$ cat src/rtl/fetch_decode_reg.sv
// MIPS fetch stage: PC register, IF/ID pipeline register and
// field split of the latched instruction word.
module fetch_decode_reg #(
    parameter logic [31:0] RESET_PC  = 32'h0000_0000,
    parameter logic [31:0] NOP_INSTR = 32'h0000_0000
) (
    input  logic        clk,
    input  logic        rst,
    output logic [31:0] imem_addr,
    input  logic [31:0] imem_rdata,
    input  logic        imem_valid,
    input  logic        stall,
    input  logic        redirect,
    input  logic [31:0] redirect_pc,
    output logic        id_valid,
    output logic [31:0] id_instr,
    output logic [31:0] id_pc_plus4,
    output logic [5:0]  id_opcode,
    output logic [4:0]  id_rs,
    output logic [4:0]  id_rt,
    output logic [4:0]  id_rd,
    output logic [4:0]  id_shamt,
    output logic [5:0]  id_funct,
    output logic [15:0] id_imm16,
    output logic [25:0] id_target26,
    output logic [31:0] fetch_count
);

    logic [31:0] r_pc;
    logic        r_id_valid;
    logic [31:0] r_id_instr;
    logic [31:0] r_id_pc_plus4;
    logic [31:0] r_fetch_count;

    logic [31:0] w_pc_plus4;
    logic [31:0] w_redirect_pc;
    logic [31:0] w_reset_pc;

    assign w_pc_plus4    = r_pc + 32'd4;
    assign w_redirect_pc = {redirect_pc[31:2], 2'b00};
    assign w_reset_pc    = {RESET_PC[31:2], 2'b00};

    // PC and IF/ID update: redirect beats stall beats memory wait
    always_ff @(posedge clk or posedge rst) begin
        if (rst) begin
            r_pc          <= w_reset_pc;
            r_id_valid    <= 1'b0;
            r_id_instr    <= NOP_INSTR;
            r_id_pc_plus4 <= 32'd0;
            r_fetch_count <= 32'd0;
        end else if (redirect) begin
            r_pc       <= w_redirect_pc;
            r_id_valid <= 1'b0;
            r_id_instr <= NOP_INSTR;
        end else if (stall) begin
            r_pc       <= r_pc;
            r_id_valid <= r_id_valid;
        end else if (!imem_valid) begin
            r_id_valid <= 1'b0;
            r_id_instr <= NOP_INSTR;
        end else begin
            r_pc          <= w_pc_plus4;
            r_id_valid    <= 1'b1;
            r_id_instr    <= imem_rdata;
            r_id_pc_plus4 <= w_pc_plus4;
            r_fetch_count <= r_fetch_count + 32'd1;
        end
    end

    assign imem_addr   = r_pc;
    assign id_valid    = r_id_valid;
    assign id_instr    = r_id_instr;
    assign id_pc_plus4 = r_id_pc_plus4;
    assign fetch_count = r_fetch_count;

    assign id_opcode   = r_id_instr[31:26];
    assign id_rs       = r_id_instr[25:21];
    assign id_rt       = r_id_instr[20:16];
    assign id_rd       = r_id_instr[15:11];
    assign id_shamt    = r_id_instr[10:6];
    assign id_funct    = r_id_instr[5:0];
    assign id_imm16    = r_id_instr[15:0];
    assign id_target26 = r_id_instr[25:0];

endmodule

$ cat config.mk
export PLATFORM = sky130hd
export DESIGN_NAME = fetch_decode_reg
export DESIGN_NICKNAME = d
export VERILOG_FILES = /design/src/rtl/fetch_decode_reg.sv
export SDC_FILE = /design/constraint.sdc
export NUM_CORES = 1
export LEC_CHECK = 0
export ABC_AREA = 1
export CAP_MARGIN = 20
export CORE_MARGIN = 5
export CORE_UTILIZATION = 48
export DETAILED_ROUTE_END_ITERATION = 6
export PLACE_DENSITY = 0.91
export SKIP_CTS_REPAIR_TIMING = 1
export SLEW_MARGIN = 10
export SYNTH_ARGS = -nofsm -noshare
export SYNTH_HDL_FRONTEND = slang
export SYNTH_SLANG_ARGS = --single-unit
$ cat constraint.sdc
create_clock -name clk -period 9.9 [get_ports clk]
set_input_delay 1.98 -clock clk [delete_from_list [all_inputs] [get_ports clk]]
set_output_delay 1.98 -clock clk [all_outputs]
set_load 0.005 [all_outputs]
==> impl_metrics.py <==
metrics = {
    "outcome": {
        "outcome": "finished clean",
    },
    "place": {
        "port_buffers": 265,
        "gp_congestion": 0.906,
        "place_hpwl_um": 15300,
    },
    "cells_and_area": {
        "layout.nets": 1124,
        "insertedDiodeCount": 0,
        "final_cell_mix": "309 x nand2_1, 265 x clkdlybuf4s50_1, 125 x dfrtp_1",
        "drive_gt1_share_pct": 6.11,
        "final_common_cell": "nand2_1",
        "syn_to_final_growth_pct": 41.2,
    },
    "synthesis": {
        "yosysSeqAreaShare_pct": 45.7,
        "ys_ff_latch": 125,
        "synthFlopType": "dfrtp_1",
        "synthArstFlopShare_pct": 100,
        "syn_area_um2": 6850,
        "postSynthAreaPerCell_um2": 7.95,
        "synth_cell_types": 29,
        "synth_warnings": 0,
        "synth_edf_count": 0,
        "synthCells": 862,
    },
    "sta": {
        "relSlewSlack_pct": 34.9,
        "drv_slew": 0,
        "fmax_mhz": 248,
        "final.period_utilization_pct": 40.7,
        "finalCriticalPeriod_ns": 4.03,
        "setup_viol": 0,
        "skew_ns": 0.00566,
        "worst_pin_slew_ns": 0.976,
        "tns_ns": 0,
        "rsz0062_at_grt": "no",
        "hold_viol_final": 0,
        "hold_slack_ns": 0.474,
    },
    "power_and_ir_drop": {
        "pwr-share-clk_pct": 40.2,
        "p_per_area_nw_per_um2": 157,
        "peakVddDrop_v": 0.0000929,
        "swShare_pct": 26.4,
        "switchingPower_mw": 0.400,
        "p_int_mw": 1.12,
        "power_leakage_nw": 4.46,
        "p_comb_share_pct": 19.0,
        "pwr-share-seq_pct": 40.8,
    },
    "setup_path": {
        "end_kind": "flip-flop",
        "critPathRequiredTime_ns": 10.24,
        "crit_type": "primary input to flip-flop",
        "r2r_slack_ns": 8.20,
        "arrival_ns": 4.37,
        "crit_fanout": 63,
        "start_kind": "primary input",
    },
    "routing": {
        "wl_per_cell_um": 16.7,
        "first_iter_violations": 416,
        "via_per_inst": 5.15,
        "drt_wl_total_um": 20800,
        "ant_nets": 0,
        "drt_pass1_iterations": 5,
        "num_vias": 6402,
        "drc": 0,
    },
    "min_path": {
        "hold_path_class": "flip-flop to flip-flop",
    },
    "clocking": {
        "cts_root_buf": "clkbuf_16",
        "htreeDepth": 4,
        "clk_latency_ns": 0.41,
        "cts_buffers": 17,
        "cts_tree": "yes",
        "clk_path_buf_depth": 2,
        "clock_sinks": 125,
        "clk_pin_slew_worst_paths_ns": 0.06,
    },
    "global_routing": {
        "grt_pass1_wl_um": 32400,
        "overflow": 0,
        "grtUsageTotal_pct": 24.6,
        "grt_pass1_vias": 6410,
        "grt_max_degree": 77,
        "antenna_found_initial": 0,
    },
    "floorplan": {
        "dieHeight_um": 129,
        "die_x_um": 129,
        "rows": 43,
        "ioPinCount": 272,
        "dieArea_um2": 16800,
        "core_um2": 13900,
        "initial_utilization_pct": 49.2,
    },
    "job": {
        "drv_cap": 0,
    },
}
[worst paths after layout]
path / from / to / depth (start not counted)
setup / recovery: redirect / imem_addr[4] / 8
hold / removal: id_pc_plus4[2] / id_pc_plus4[2] / 2
setup reg to reg: imem_addr[3] / id_pc_plus4[18] / 8
hold reg to reg: id_pc_plus4[2] / id_pc_plus4[2] / 2
max in group asynchronous: rst / id_pc_plus4[21] / 3
min in group asynchronous: rst / fetch_count[9] / 2
[layout make-up]
class | instances | area, um2
tap | 180 | 225
clock buffer | 20 | 467
clock inverter | 10 | 115
timing repair buffer | 269 | 2680
inverter | 87 | 329
fill | 1060 | 4260
sequential | 125 | 3130
multi-input combinational | 553 | 2730
[through the flow]
step / area (um2) / total power [mW] / std cells / utilization, % / setup slack, ns
detailed placement: 9090 / 0.913 / 1214 / 65.3 / 5.50
floorplan: 6860 / 0.734 / 865 / - / 4.59
finish: 9670 / 1.52 / 1244 / 69.4 / 5.87
global placement: 9090 / 0.903 / 1214 / 65.3 / 5.56
CTS: 9670 / 1.53 / 1244 / 69.4 / 5.90
global route: 9670 / 1.58 / 1244 / 69.4 / 5.76
[power by group through the flow]
stage          Combinational, mW  Sequential (mW)  Clock [mW]
5_1_grt                    0.315            0.627       0.642
2_1_floorplan              0.116            0.618           0
3_3_place_gp               0.280            0.623           0
3_5_place_dp               0.288            0.625           0
4_1_cts                    0.291            0.618       0.618
6_report                   0.288            0.619       0.609
[logic make-up after synthesis]
family | Yosys count | share of synthesized area (%)
AND/OR/NAND/NOR | 455 | 28.3
buffers and inverters | 187 | 14.7
flip-flops | 125 | 45.7
AO/OA/AOI/OAI | 68 | 7.89
XOR/XNOR | 24 | 3.07
adder cells (fa/ha/maj) | 2 | 0.365
other | 1 | 0.0547
[cell usage after synthesis, drive strengths merged (8+ instances only)]
| cell type | count | share of area [%] |
|---|---|---|
| a32o | 32 | 4.7 |
| nand3 | 40 | 2.9 |
| xnor2 | 8 | 1.0 |
| a22o | 8 | 1.0 |
| inv | 87 | 4.8 |
| buf | 89 | 9.3 |
| nor2 | 83 | 6.1 |
| dfrtp | 125 | 46 |
| o21ai | 21 | 1.5 |
| nand2 | 314 | 17 |
| nand4 | 11 | 1.2 |
| clkbuf | 11 | 0.60 |
| xor2 | 16 | 2.0 |
[metal layers]
layer | GRT usage [%] | up-vias | part of all wire (%)
met5 | 0 | - | 0
met4 | 9.78 | 0 | 2.4
met3 | 6.51 | 45 | 9.3
met2 | 44.3 | 305 | 52
met1 | 27.8 | 3022 | 36
li1 | - | 3030 | -
[state kept, by name (all words and copies together), names as in the netlist]
| signal | cells |
|---|---|
| id_pc_plus4 | 30 |
| imem_addr | 30 |
| fetch_count | 32 |
| id_valid | 1 |
| id_instr | 32 |
[critical path, cell delays in order]
cell and delay, ns:
clkdlybuf4s50_1 0.42, buf_4 0.27, nor2_4 0.16, nand2_4 0.31
inv_2 0.12, buf_4 0.58, nand3_1 0.28, nand3_1 0.15
(Power assumes the default switching activity.)
